`src/rtl/delay_meter_pkg.sv`:
```
// Shared types and constants for the delay meter: FSM states and the timer's
// {mode_a, mode_b} delay-mode encoding.
package delay_meter_pkg;

  typedef enum logic [1:0] {
    StIdle,
    StArmed,
    StMeasure,
    StDone
  } state_e;

  typedef logic [1:0] mode_t;

  localparam mode_t MODE_ONESHOT = 2'b00;
  localparam mode_t MODE_DLY_OP  = 2'b01;
  localparam mode_t MODE_DLY_REL = 2'b10;
  localparam mode_t MODE_DUAL    = 2'b11;

endpackage

```
`src/rtl/delay_meter_if.sv`:
```
// Signal bundle between the delay meter and whatever drives/observes it.
interface delay_meter_if
  import delay_meter_pkg::*;
#(
  parameter int unsigned CNT_WIDTH = 16
);

  logic                 trig_in;
  logic                 dly_in_n;
  logic                 arm;
  logic [CNT_WIDTH-1:0] timeout_val;
  logic                 busy;
  logic                 meas_valid;
  logic [CNT_WIDTH-1:0] rise_delay;
  logic [CNT_WIDTH-1:0] fall_delay;
  logic [CNT_WIDTH-1:0] pulse_width;
  mode_t                mode_code;
  logic                 timeout;

  modport master (
    output trig_in, dly_in_n, arm, timeout_val,
    input  busy, meas_valid, rise_delay, fall_delay, pulse_width, mode_code, timeout
  );

  modport slave (
    input  trig_in, dly_in_n, arm, timeout_val,
    output busy, meas_valid, rise_delay, fall_delay, pulse_width, mode_code, timeout
  );

endinterface

```
`src/rtl/sync_edge_det.sv`:
```
// Multi-flop synchroniser followed by a registered edge detector; level_o is
// delayed to line up with the rise/fall pulses.
module sync_edge_det #(
  parameter int unsigned SYNC_STAGES = 2,
  parameter logic        RESET_VAL   = 1'b0
) (
  input  logic clk,
  input  logic rst_n,
  input  logic d_i,
  output logic level_o,
  output logic rise_o,
  output logic fall_o
);

  logic [SYNC_STAGES-1:0] sync_q;
  logic                   level_q;
  logic                   rise_q;
  logic                   fall_q;
  logic                   sync_out;

  assign sync_out = sync_q[SYNC_STAGES-1];

  always_ff @(posedge clk or negedge rst_n) begin
    if (!rst_n) begin
      sync_q  <= {SYNC_STAGES{RESET_VAL}};
      level_q <= RESET_VAL;
      rise_q  <= 1'b0;
      fall_q  <= 1'b0;
    end else begin
      sync_q  <= {sync_q[SYNC_STAGES-2:0], d_i};
      level_q <= sync_out;
      rise_q  <= sync_out & ~level_q;
      fall_q  <= ~sync_out & level_q;
    end
  end

  assign level_o = level_q;
  assign rise_o  = rise_q;
  assign fall_o  = fall_q;

endmodule

```
`src/rtl/delay_meter.sv`:
```
// Measures turn-on delay, turn-off delay and pulse width of a delay timer's
// active-low output relative to its trigger, and classifies the delay mode.
module delay_meter
  import delay_meter_pkg::*;
#(
  parameter int unsigned CNT_WIDTH   = 16,
  parameter int unsigned SYNC_STAGES = 2,
  parameter int unsigned TOL         = 4
) (
  input  logic         clk,
  input  logic         rst_n,
  delay_meter_if.slave meas_io
);

  typedef logic [CNT_WIDTH-1:0] cnt_t;
  localparam cnt_t TolCnt = cnt_t'(TOL);

  logic trig_lvl, trig_rise, trig_fall;
  logic dly_n_lvl, dly_n_rise, dly_n_fall;
  logic out_act, out_rise, out_fall;

  sync_edge_det #(
    .SYNC_STAGES(SYNC_STAGES),
    .RESET_VAL  (1'b0)
  ) u_trig_sync (
    .clk    (clk),
    .rst_n  (rst_n),
    .d_i    (meas_io.trig_in),
    .level_o(trig_lvl),
    .rise_o (trig_rise),
    .fall_o (trig_fall)
  );

  sync_edge_det #(
    .SYNC_STAGES(SYNC_STAGES),
    .RESET_VAL  (1'b1)
  ) u_dly_sync (
    .clk    (clk),
    .rst_n  (rst_n),
    .d_i    (meas_io.dly_in_n),
    .level_o(dly_n_lvl),
    .rise_o (dly_n_rise),
    .fall_o (dly_n_fall)
  );

  // Only trigger edges matter; its level is intentionally left unused.
  logic unused_trig_lvl;
  assign unused_trig_lvl = trig_lvl;

  assign out_act  = ~dly_n_lvl;
  assign out_rise = dly_n_fall;
  assign out_fall = dly_n_rise;

  state_e state_q, state_d;
  cnt_t   win_cnt_q, win_cnt_d;
  cnt_t   ts_on_q, ts_on_d, ts_fall_q, ts_fall_d, ts_off_q, ts_off_d;
  logic   on_seen_q, on_seen_d, fall_seen_q, fall_seen_d, off_seen_q, off_seen_d;
  logic   meas_done, win_hit, finish;

  cnt_t   rise_q, fall_q, width_q;
  mode_t  mode_q;
  logic   timeout_q;
  cnt_t   res_rise, res_fall, res_width;
  mode_t  res_mode;
  logic   off_before_fall;

  // State register
  always_ff @(posedge clk or negedge rst_n) begin
    if (!rst_n) begin
      state_q <= StIdle;
    end else begin
      state_q <= state_d;
    end
  end

  assign meas_done = fall_seen_d && off_seen_d;
  assign win_hit   = (meas_io.timeout_val != '0) && (win_cnt_q == meas_io.timeout_val);

  // Next-state logic; a new arm always wins and discards a run in progress.
  always_comb begin
    state_d = state_q;
    unique case (state_q)
      StIdle:    if (meas_io.arm) state_d = StArmed;
      StArmed:   if (!meas_io.arm && trig_rise) state_d = StMeasure;
      StMeasure: begin
        if (meas_io.arm) begin
          state_d = StArmed;
        end else if (meas_done || win_hit) begin
          state_d = StDone;
        end
      end
      StDone:    state_d = meas_io.arm ? StArmed : StIdle;
      default:   state_d = StIdle;
    endcase
  end

  // Outputs
  always_comb begin
    meas_io.busy       = 1'b0;
    meas_io.meas_valid = 1'b0;
    unique case (state_q)
      StArmed, StMeasure: meas_io.busy       = 1'b1;
      StDone:             meas_io.meas_valid = 1'b1;
      default:            ;
    endcase
  end

  // Event tracker; win_cnt is 0 on the trigger-rise cycle and counts from there.
  always_comb begin
    win_cnt_d   = win_cnt_q;
    ts_on_d     = ts_on_q;
    ts_fall_d   = ts_fall_q;
    ts_off_d    = ts_off_q;
    on_seen_d   = on_seen_q;
    fall_seen_d = fall_seen_q;
    off_seen_d  = off_seen_q;
    unique case (state_q)
      StArmed: begin
        if (!meas_io.arm && trig_rise) begin
          win_cnt_d   = cnt_t'(1);
          ts_on_d     = '0;
          ts_fall_d   = '0;
          ts_off_d    = '0;
          on_seen_d   = out_act;
          fall_seen_d = 1'b0;
          off_seen_d  = 1'b0;
        end
      end
      StMeasure: begin
        if (win_cnt_q != '1) win_cnt_d = win_cnt_q + cnt_t'(1);
        if (out_rise && !on_seen_q) begin
          ts_on_d   = win_cnt_q;
          on_seen_d = 1'b1;
        end
        if (trig_fall && !fall_seen_q) begin
          ts_fall_d   = win_cnt_q;
          fall_seen_d = 1'b1;
        end
        if (out_fall && on_seen_q && !off_seen_q) begin
          ts_off_d   = win_cnt_q;
          off_seen_d = 1'b1;
        end
      end
      default: ;
    endcase
  end

  always_ff @(posedge clk or negedge rst_n) begin
    if (!rst_n) begin
      win_cnt_q   <= '0;
      ts_on_q     <= '0;
      ts_fall_q   <= '0;
      ts_off_q    <= '0;
      on_seen_q   <= 1'b0;
      fall_seen_q <= 1'b0;
      off_seen_q  <= 1'b0;
    end else begin
      win_cnt_q   <= win_cnt_d;
      ts_on_q     <= ts_on_d;
      ts_fall_q   <= ts_fall_d;
      ts_off_q    <= ts_off_d;
      on_seen_q   <= on_seen_d;
      fall_seen_q <= fall_seen_d;
      off_seen_q  <= off_seen_d;
    end
  end

  // Results use this cycle's events so a completing edge is counted.
  always_comb begin
    res_rise = on_seen_d ? ts_on_d : '0;
    if (off_seen_d) begin
      res_width = ts_off_d - ts_on_d;
    end else if (on_seen_d) begin
      res_width = win_cnt_q - ts_on_d;
    end else begin
      res_width = '0;
    end
    res_fall = (off_seen_d && fall_seen_d && (ts_off_d > ts_fall_d)) ? ts_off_d - ts_fall_d : '0;
    off_before_fall = off_seen_d && (!fall_seen_d || (ts_off_d < ts_fall_d));
    res_mode = {res_fall >= TolCnt, res_rise >= TolCnt};
    if (res_mode == MODE_ONESHOT && !off_before_fall) res_mode = MODE_DLY_REL;
  end

  assign finish = (state_q == StMeasure) && (state_d == StDone);

  always_ff @(posedge clk or negedge rst_n) begin
    if (!rst_n) begin
      rise_q    <= '0;
      fall_q    <= '0;
      width_q   <= '0;
      mode_q    <= MODE_ONESHOT;
      timeout_q <= 1'b0;
    end else if (finish) begin
      rise_q    <= res_rise;
      fall_q    <= res_fall;
      width_q   <= res_width;
      mode_q    <= res_mode;
      timeout_q <= !meas_done;
    end
  end

  assign meas_io.rise_delay  = rise_q;
  assign meas_io.fall_delay  = fall_q;
  assign meas_io.pulse_width = width_q;
  assign meas_io.mode_code   = mode_q;
  assign meas_io.timeout     = timeout_q;

endmodule

```
`src/flat_wrapper.sv`:
```
// flat-port wrapper written by rule: the top's interface ports become plain ports
module delay_meter_flat import delay_meter_pkg::*;
#(
  parameter int unsigned CNT_WIDTH   = 16,
  parameter int unsigned SYNC_STAGES = 2,
  parameter int unsigned TOL         = 4
)
  (clk, rst_n, meas_io_trig_in, meas_io_dly_in_n, meas_io_arm, meas_io_timeout_val, meas_io_busy, meas_io_meas_valid, meas_io_rise_delay, meas_io_fall_delay, meas_io_pulse_width, meas_io_mode_code, meas_io_timeout);
  delay_meter_if #(.CNT_WIDTH(CNT_WIDTH)) meas_io_i ();
  input  logic clk;
  input  logic rst_n;
  input wire logic [$bits(meas_io_i.trig_in)-1:0] meas_io_trig_in;
  input wire logic [$bits(meas_io_i.dly_in_n)-1:0] meas_io_dly_in_n;
  input wire logic [$bits(meas_io_i.arm)-1:0] meas_io_arm;
  input wire logic [$bits(meas_io_i.timeout_val)-1:0] meas_io_timeout_val;
  output wire logic [$bits(meas_io_i.busy)-1:0] meas_io_busy;
  output wire logic [$bits(meas_io_i.meas_valid)-1:0] meas_io_meas_valid;
  output wire logic [$bits(meas_io_i.rise_delay)-1:0] meas_io_rise_delay;
  output wire logic [$bits(meas_io_i.fall_delay)-1:0] meas_io_fall_delay;
  output wire logic [$bits(meas_io_i.pulse_width)-1:0] meas_io_pulse_width;
  output wire logic [$bits(meas_io_i.mode_code)-1:0] meas_io_mode_code;
  output wire logic [$bits(meas_io_i.timeout)-1:0] meas_io_timeout;
  assign meas_io_i.trig_in = meas_io_trig_in;
  assign meas_io_i.dly_in_n = meas_io_dly_in_n;
  assign meas_io_i.arm = meas_io_arm;
  assign meas_io_i.timeout_val = meas_io_timeout_val;
  assign meas_io_busy = meas_io_i.busy;
  assign meas_io_meas_valid = meas_io_i.meas_valid;
  assign meas_io_rise_delay = meas_io_i.rise_delay;
  assign meas_io_fall_delay = meas_io_i.fall_delay;
  assign meas_io_pulse_width = meas_io_i.pulse_width;
  assign meas_io_mode_code = meas_io_i.mode_code;
  assign meas_io_timeout = meas_io_i.timeout;
  delay_meter #(.CNT_WIDTH(CNT_WIDTH), .SYNC_STAGES(SYNC_STAGES), .TOL(TOL)) u_core (.clk(clk), .rst_n(rst_n), .meas_io(meas_io_i));
endmodule
```
`config.mk`:
```
export PLATFORM = sky130hd
export DESIGN_NAME = delay_meter_flat
export DESIGN_NICKNAME = d
export VERILOG_FILES = /design/src/rtl/delay_meter_pkg.sv /design/src/rtl/delay_meter_if.sv /design/src/rtl/sync_edge_det.sv /design/src/rtl/delay_meter.sv /design/src/flat_wrapper.sv
export SDC_FILE = /design/constraint.sdc
export NUM_CORES = 1
export LEC_CHECK = 0
export CORE_MARGIN = 5
export CORE_UTILIZATION = 53
export CTS_CLUSTER_DIAMETER = 150
export CTS_CLUSTER_SIZE = 24
export DETAILED_ROUTE_END_ITERATION = 7
export PLACE_DENSITY = 0.78
export SYNTH_ARGS = -nofsm -noshare
export SYNTH_HDL_FRONTEND = slang
export SYNTH_SLANG_ARGS = --single-unit
```
`constraint.sdc`:
```
create_clock -name clk -period 3.85 [get_ports clk]
set_clock_uncertainty 0.1 [all_clocks]
set_input_delay 0.5775 -clock clk [delete_from_list [all_inputs] [get_ports clk]]
set_output_delay 0.5775 -clock clk [all_outputs]
set_load 0.02 [all_outputs]
```
# ---- Word-level counts from Yosys, hierarchy flattened
# Cells that the tools add are included.
# W data, S select, Z words.
dict set report classes {
  n_addsub 4
  n_lt_le_gt_ge 4
  n_eq_ne 8
  mux 34
  bitwise_logic 8
  reduce_logical 26
}
# cell n
set ops {}
lappend ops {{$mux W16} 12}
lappend ops {{$pmux W16 S2} 4}
lappend ops {{$sub A16 B16 Y16} 3}
lappend ops {{$ge A16 B3 Y1 const B} 2}
lappend ops {{$add A16 B1 Y16 const B} 1}
lappend ops {{$eq A16 B16 Y1} 1}
lappend ops {{$gt A16 B16 Y1} 1}
lappend ops {{$lt A16 B16 Y1} 1}
lappend ops {{$ne A16 B16 Y1 const B} 1}
lappend ops {{$reduce_bool A16 Y1} 1}
lappend ops {{$logic_and A1 B1 Y1} 11}
lappend ops {{$mux W2} 5}
lappend ops {{$mux W1} 9}
lappend ops {{$pmux W2 S4} 1}
lappend ops {{$logic_not A1 Y1} 7}
lappend ops {{$eq A2 B2 Y1 const B} 3}
lappend ops {{$pmux W1 S2} 3}
lappend ops {{$and A1 B1 Y1} 4}
lappend ops {{$logic_not A2 Y1} 2}
lappend ops {{$ne A2 B1 Y1 const B} 2}
lappend ops {{$not A1 Y1} 4}
lappend ops {{$reduce_and A3 Y1} 1}
lappend ops {{$eq A2 B1 Y1 const B} 1}
lappend ops {{$logic_or A1 B1 Y1} 2}
lappend ops {{other kinds (2)} 2}
dict set report totals {
  ff_bits 130
  inputBits 21
  output_inout_bits 53
  elab_cells 105
}

# ---- Depth between registers and ports, before layout
dict set report depth {
  depth_word 11
  mapped_depth 19
  ltp_nobuf 17
}

# ---- Hierarchy
# Synthesis repeated with hierarchy kept, for this count alone.
dict set report unflattened {
  hier_cells 839
  hier_area_um2 7977.7
}
# module n_inst cells_each area_each_um2 seq_area_each_um2
set modules_own_cells {}
lappend modules_own_cells {delay_meter 1 825 7693.6 3002.9}
lappend modules_own_cells {{sync_edge_det (u_core.u_dly_sync)} 1 7 143.9 128.9}
lappend modules_own_cells {{sync_edge_det (u_core.u_trig_sync)} 1 7 140.1 125.1}

# ---- Worst setup path after synthesis
# Ideal clock, no wire load.
dict set report synth_timing {
  kind {register -> register}
  start {register u_core.state_q[0]}
  end {register u_core.width_q[14] (netlist: u_core.meas_io.pulse_width[14])}
  setup_ns 0.130
  t_arrival_ns 3.883
  t_required_ns 3.620
  slack_ns -0.264
  stages_incl_launch_ff 19
  path_buffers 1
  period_less_slack_ns 4.114
  cell_sequence {dfrtp_1 inv_1 ha_1 nand2_1 nor2_1 clkbuf_1 a22oi_1 inv_1 ha_1 inv_1 fa_1 a211oi_1 o21ai_0 a41oi_1 a211o_1 o21ai_0 xor2_1 a221oi_1 a21oi_1}
}
dict set report synth_via {
  elab_cells_between_ends 22
  classes_between {2 x add/sub; 4 x eq/ne; 12 x mux; 4 x reduce/logical}
}
# item line_no
set synth_lines {}
lappend synth_lines {{start, declared} delay_meter.sv:54} ;# state_e state_q, state_d;
lappend synth_lines {{start signal, assigned} delay_meter.sv:70} ;# state_q <= StIdle;
lappend synth_lines {{start signal, assigned} delay_meter.sv:72} ;# state_q <= state_d;
lappend synth_lines {{$eq A2 B2 Y1 or $eq A2 B1 Y1 (tied branches)} delay_meter.sv:117} ;# unique case (state_q)
lappend synth_lines {{$pmux W16 S2 *} delay_meter.sv:117}
lappend synth_lines {{named net u_core.ts_on_d[0]} delay_meter.sv:56} ;# cnt_t ts_on_q, ts_on_d, ts_fall_q, ts_fall_d, ts_off_q, ts_off_d;
lappend synth_lines {{$sub A16 B16 Y16} delay_meter.sv:174} ;# res_width = win_cnt_q - ts_on_d;
lappend synth_lines {{$mux W16} delay_meter.sv:173} ;# end else if (on_seen_d) begin
lappend synth_lines {{$mux W16 *} delay_meter.sv:171} ;# if (off_seen_d) begin
lappend synth_lines {{end signal, assigned} delay_meter.sv:196} ;# width_q <= res_width;
lappend synth_lines {{end, declared} delay_meter.sv:60} ;# cnt_t rise_q, fall_q, width_q;
# Mark *: on every way through the listed nets, which the timed path passes. The rest lies on a longest branch.
# A chain may end at the register's enable or synchronous reset.

# ---- Worst setup path after layout
dict set report layout_timing {
  start {register u_core.state_q[1]}
  end {register u_core.fall_q[13] (netlist: u_core.meas_io.fall_delay[13])}
}
dict set report layout_via {
  elab_cells_between_ends 21
  classes_between {1 x add/sub; 1 x order compare; 4 x eq/ne; 10 x mux; 5 x reduce/logical}
}
# item line_no
set layout_lines {}
lappend layout_lines {{$eq A2 B2 Y1 or $eq A2 B1 Y1 (tied branches)} delay_meter.sv:117}
lappend layout_lines {{$pmux W16 S2 *} delay_meter.sv:117}
lappend layout_lines {{named net u_core.ts_fall_d[0]} delay_meter.sv:56}
lappend layout_lines {{$gt A16 B16 Y1} delay_meter.sv:178} ;# res_fall = (off_seen_d && fall_seen_d && (ts_off_d > ts_fall_d)) ? ts_off_d - ts_fall_d : '0;
lappend layout_lines {{$logic_and A1 B1 Y1} delay_meter.sv:178}
lappend layout_lines {{$mux W16 *} delay_meter.sv:178}
lappend layout_lines {{end signal, assigned} delay_meter.sv:195} ;# fall_q <= res_fall;
lappend layout_lines {{end, declared} delay_meter.sv:60}
# Marked as above.

==> flow_results.xml <==
<?xml version="1.0" encoding="UTF-8"?>
<metrics>
  <group name="worst_setup_path">
    <metric name="arrival" unit="ns">4.10</metric>
    <metric name="crit_path_cell_trace" unit="">inv_2, ha_4, inv_2, a21oi_2, buf_4, nand2_1, a22o_1, ha_1, inv_1, fa_2, a211oi_2, o21ai_2, a31oi_4, o31ai_4, nand3_4, or4_4, o21ai_1</metric>
    <metric name="delay_of_the_slowest_critical_path_stage" unit="ns">0.57</metric>
    <metric name="r2r_cells" unit="">17</metric>
    <metric name="critical_path.endpoint_type" unit="">flop</metric>
    <metric name="cp_max_fo" unit="">6</metric>
    <metric name="worst_setup_path_start_kind" unit="">flop</metric>
    <metric name="library_cell_appearing_most_often_on_the_critical_path" unit="">sky130_fd_sc_hd__inv_2</metric>
    <metric name="worst_path_max_delay_cell" unit="">sky130_fd_sc_hd__or4_4</metric>
    <metric name="worst-endpoint-required" unit="ns">4.09</metric>
    <metric name="worst_setup_path_category" unit="">flop to flop</metric>
  </group>
  <group name="power">
    <metric name="p_clk_frac" unit="">0.368</metric>
    <metric name="ir_drop_worst_vdd" unit="uV">296</metric>
    <metric name="p_leak" unit="nW">5.22</metric>
    <metric name="p_switching" unit="mW">1.32</metric>
    <metric name="p_total" unit="mW">4.19</metric>
    <metric name="power_per_cell_area" unit="nW/um2">378</metric>
    <metric name="switching_share" unit="">0.315</metric>
    <metric name="p_int" unit="mW">2.87</metric>
    <metric name="relative_contribution_of_sequential_cells_to_total_power" unit="">0.349</metric>
    <metric name="combinationalPowerShare" unit="">0.283</metric>
  </group>
  <group name="synth">
    <metric name="post_synthesis_sequential_area_ratio" unit="">0.412</metric>
    <metric name="postSynth.topFlopCell" unit="">sky130_fd_sc_hd__dfrtp_1</metric>
    <metric name="post_synth_instance_area" unit="um2">7910</metric>
    <metric name="yosysWarningCount" unit="">0</metric>
    <metric name="post_synth_num_cell_types" unit="">71</metric>
    <metric name="synth_seq_cells" unit="">130</metric>
    <metric name="postSynthCellCount" unit="">843</metric>
    <metric name="synth-async-reset-ratio" unit="">1.00</metric>
    <metric name="avgSynthCellArea" unit="um2">9.38</metric>
    <metric name="synth.net_count" unit="">918</metric>
    <metric name="synth_enable_flop_cells" unit="">0</metric>
  </group>
  <group name="floorplanning">
    <metric name="placementRows" unit="">44</metric>
    <metric name="overall_die_height" unit="um">132</metric>
    <metric name="floorplan.initialDensity" unit="">0.542</metric>
    <metric name="coreArea" unit="um2">14600</metric>
    <metric name="fp.dieArea" unit="um2">17500</metric>
    <metric name="die_width" unit="um">132</metric>
    <metric name="pin_count" unit="">74</metric>
  </group>
  <group name="layout">
    <metric name="finalInstanceArea" unit="um2">11100</metric>
    <metric name="post_route_cells_drive_above_1_share" unit="">0.287</metric>
    <metric name="layoutNonFillerInstCount" unit="">1267</metric>
    <metric name="antenna_cells_inserted" unit="">0</metric>
    <metric name="area.growth.synth_to_final" unit="%">40.2</metric>
    <metric name="most-common-layout-cells" unit="">sky130_fd_sc_hd__buf_4, sky130_fd_sc_hd__dfrtp_1, sky130_fd_sc_hd__nand2_1</metric>
    <metric name="nets" unit="">1145</metric>
    <metric name="final_util" unit="">0.760</metric>
    <metric name="layout.cells.most_common" unit="">sky130_fd_sc_hd__buf_4</metric>
  </group>
  <group name="sta">
    <metric name="worst_slack" unit="ns">-0.0195</metric>
    <metric name="final_hold_viol_count" unit="">0</metric>
    <metric name="timing.setup.tns" unit="ns">-0.0255</metric>
    <metric name="min_period" unit="ns">3.87</metric>
    <metric name="setup-violations-final" unit="">2</metric>
    <metric name="hold_ws" unit="ns">0.105</metric>
    <metric name="report.final.slew_viol_count" unit="">0</metric>
    <metric name="timing_worst_slew_pin_value" unit="ns">0.711</metric>
    <metric name="max-slew-margin-rel" unit="">0.526</metric>
    <metric name="finalCritPeriodShare" unit="">1.01</metric>
    <metric name="clock.fmax" unit="GHz">0.258</metric>
  </group>
  <group name="grt">
    <metric name="met1_usage" unit="">0.345</metric>
    <metric name="antenna_found_initial" unit="">0</metric>
    <metric name="grt_first_pass_wirelength" unit="um">37900</metric>
    <metric name="grt_pass1_vias" unit="">7548</metric>
    <metric name="grt_max_degree" unit="">56</metric>
    <metric name="grt-busiest-layer" unit="">met2</metric>
    <metric name="grt.overflow.total" unit="">0</metric>
    <metric name="overall_fraction_of_global_route_tracks_in_use" unit="">0.267</metric>
    <metric name="grt.met2_usage" unit="">0.433</metric>
    <metric name="grtUsageMet3" unit="">0.0504</metric>
  </group>
  <group name="clock_tree">
    <metric name="tritoncts" unit="">built</metric>
    <metric name="clock_insertion_delay_worst_skew" unit="ns">0.42</metric>
    <metric name="root_cell_of_the_clock_tree" unit="">sky130_fd_sc_hd__clkbuf_16</metric>
    <metric name="numCtsBuffers" unit="">17</metric>
    <metric name="clk_pin_slew" unit="ns">0.06</metric>
    <metric name="numClockSinks" unit="">130</metric>
    <metric name="clock_path_buffers" unit="">2</metric>
    <metric name="htree_num_levels" unit="">4</metric>
  </group>
  <group name="placed_design">
    <metric name="place.gp.congestion" unit="">0.941</metric>
    <metric name="dpl-instance-area" unit="um2">10000</metric>
    <metric name="hpwl" unit="um">17300</metric>
    <metric name="io_buffer_count" unit="">73</metric>
    <metric name="numPlacedInstances" unit="">1226</metric>
    <metric name="preCtsSetupSlack" unit="ns">-0.403</metric>
  </group>
  <group name="routing">
    <metric name="routed_wl" unit="um">25100</metric>
    <metric name="avgRoutedWirePerCell" unit="um">19.8</metric>
    <metric name="final_antenna_net_count" unit="">0</metric>
    <metric name="post_drt_via_cell_ratio" unit="">6.14</metric>
    <metric name="initialDrtViolationCount" unit="">864</metric>
    <metric name="routed-via-count" unit="">7783</metric>
    <metric name="route.detailed.drc" unit="">0</metric>
    <metric name="detailedRoute.firstPassIterationCount" unit="">5</metric>
  </group>
  <group name="run">
    <metric name="max-cap-violations" unit="">0</metric>
  </group>
  <group name="outcome">
    <metric name="failed_checks" unit="">negative setup slack</metric>
    <metric name="run_status" unit="">finished, violations left</metric>
  </group>
  <group name="min_path">
    <metric name="hold_class" unit="">primary input to asynchronous set/reset pin</metric>
  </group>
</metrics>
## area by class of cell
| class | instances | area [um2] |
|---|---|---|
| timing repair buffer | 250 | 2100 |
| inverter | 58 | 218 |
| sequential | 130 | 3260 |
| clock inverter | 13 | 113 |
| clock buffer | 19 | 453 |
| tap | 184 | 230 |
| multi-input combinational | 613 | 4710 |
| fill | 945 | 3510 |
## Yosys cell counts, types with 17 or more instances
library cell                 n  area [um2]
sky130_fd_sc_hd__xor2_1     30         263
sky130_fd_sc_hd__o31ai_1    31         233
sky130_fd_sc_hd__xnor2_1    24         210
sky130_fd_sc_hd__a22o_1     18         158
sky130_fd_sc_hd__ha_1       51         638
sky130_fd_sc_hd__dfrtp_1   127        3180
sky130_fd_sc_hd__buf_2      19        95.1
sky130_fd_sc_hd__a22oi_1    36         270
sky130_fd_sc_hd__nand2_1    79         297
sky130_fd_sc_hd__nor4_1     17         106
sky130_fd_sc_hd__o21ai_0    51         255
sky130_fd_sc_hd__inv_1      57         214
sky130_fd_sc_hd__nor2_1     46         173
sky130_fd_sc_hd__clkbuf_1   18        67.6
sky130_fd_sc_hd__nor3_1     24         120
sky130_fd_sc_hd__a21oi_1    43         215
## critical path, delay by kind of cell (launching register included)
kind / cells / cell delay [ns]
AO/OA/AOI/OAI: 7 / 1.35
adder cells (fa/ha/maj): 3 / 0.79
AND/OR/NAND/NOR: 3 / 0.76
buffers and inverters: 4 / 0.38
flip-flops: 1 / 0.36
## metal layers
layer,vias to the layer above,share of wire,routed length (um)
met5,-,0,0
met4,0,0.047,1180
met3,109,0.072,1810
met2,384,0.48,12200
met1,3774,0.40,9990
li1,3516,-,-
## cells by family after synthesis
logic type / after synthesis / share of synthesized area
simple gates: 255 / 0.163
compound gates: 247 / 0.218
flops: 130 / 0.412
buf+inv: 100 / 0.0533
xor+xnor: 55 / 0.0627
fa+ha+maj: 54 / 0.0883
mux: 2 / 0.00285
## power groups by stage
| stage | Clock (mW) | Sequential (mW) | Combinational, mW |
|---|---|---|---|
| after floorplan | 0 | 1.47 | 0.571 |
| after global placement | 0 | 1.48 | 0.991 |
| after detailed placement | 0 | 1.48 | 1.01 |
| after CTS | 1.54 | 1.45 | 1.03 |
| after global routing | 1.61 | 1.46 | 1.27 |
| final | 1.54 | 1.46 | 1.18 |
## registers in the layout, indices dropped and copies added (netlist names), 2 cells and up
register / flops
u_core.win_cnt_q: 16
u_core.ts_fall_q: 16
u_core.state_q: 2
u_core.u_trig_sync.sync_q: 2
u_core.u_dly_sync.sync_q: 2
u_core.ts_on_q: 16
u_core.meas_io.rise_delay: 16
u_core.meas_io.pulse_width: 16
u_core.meas_io.mode_code: 2
u_core.meas_io.fall_delay: 16
u_core.ts_off_q: 16
## worst paths after layout
check	startpoint	slack, ns	end
max	u_core.state_q[1]	-0.02	u_core.meas_io.fall_delay[13]
min	rst_n	0.11	u_core.meas_io.pulse_width[11]
max reg2reg	u_core.state_q[1]	-0.02	u_core.meas_io.fall_delay[13]
min reg2reg	u_core.u_trig_sync.sync_q[0]	0.25	u_core.u_trig_sync.sync_q[1]
max in group asynchronous	rst_n	2.66	u_core.meas_io.pulse_width[14]
min in group clk	u_core.u_trig_sync.sync_q[0]	0.25	u_core.u_trig_sync.sync_q[1]
## what timing repair did
action	CTS	global route
pin swaps	6	33
setup buffers	1	8
hold buffers	0	0
gates resized for setup	15	75
endpoints found under the setup margin	4	23
Power figures use the tool's default switching activity.
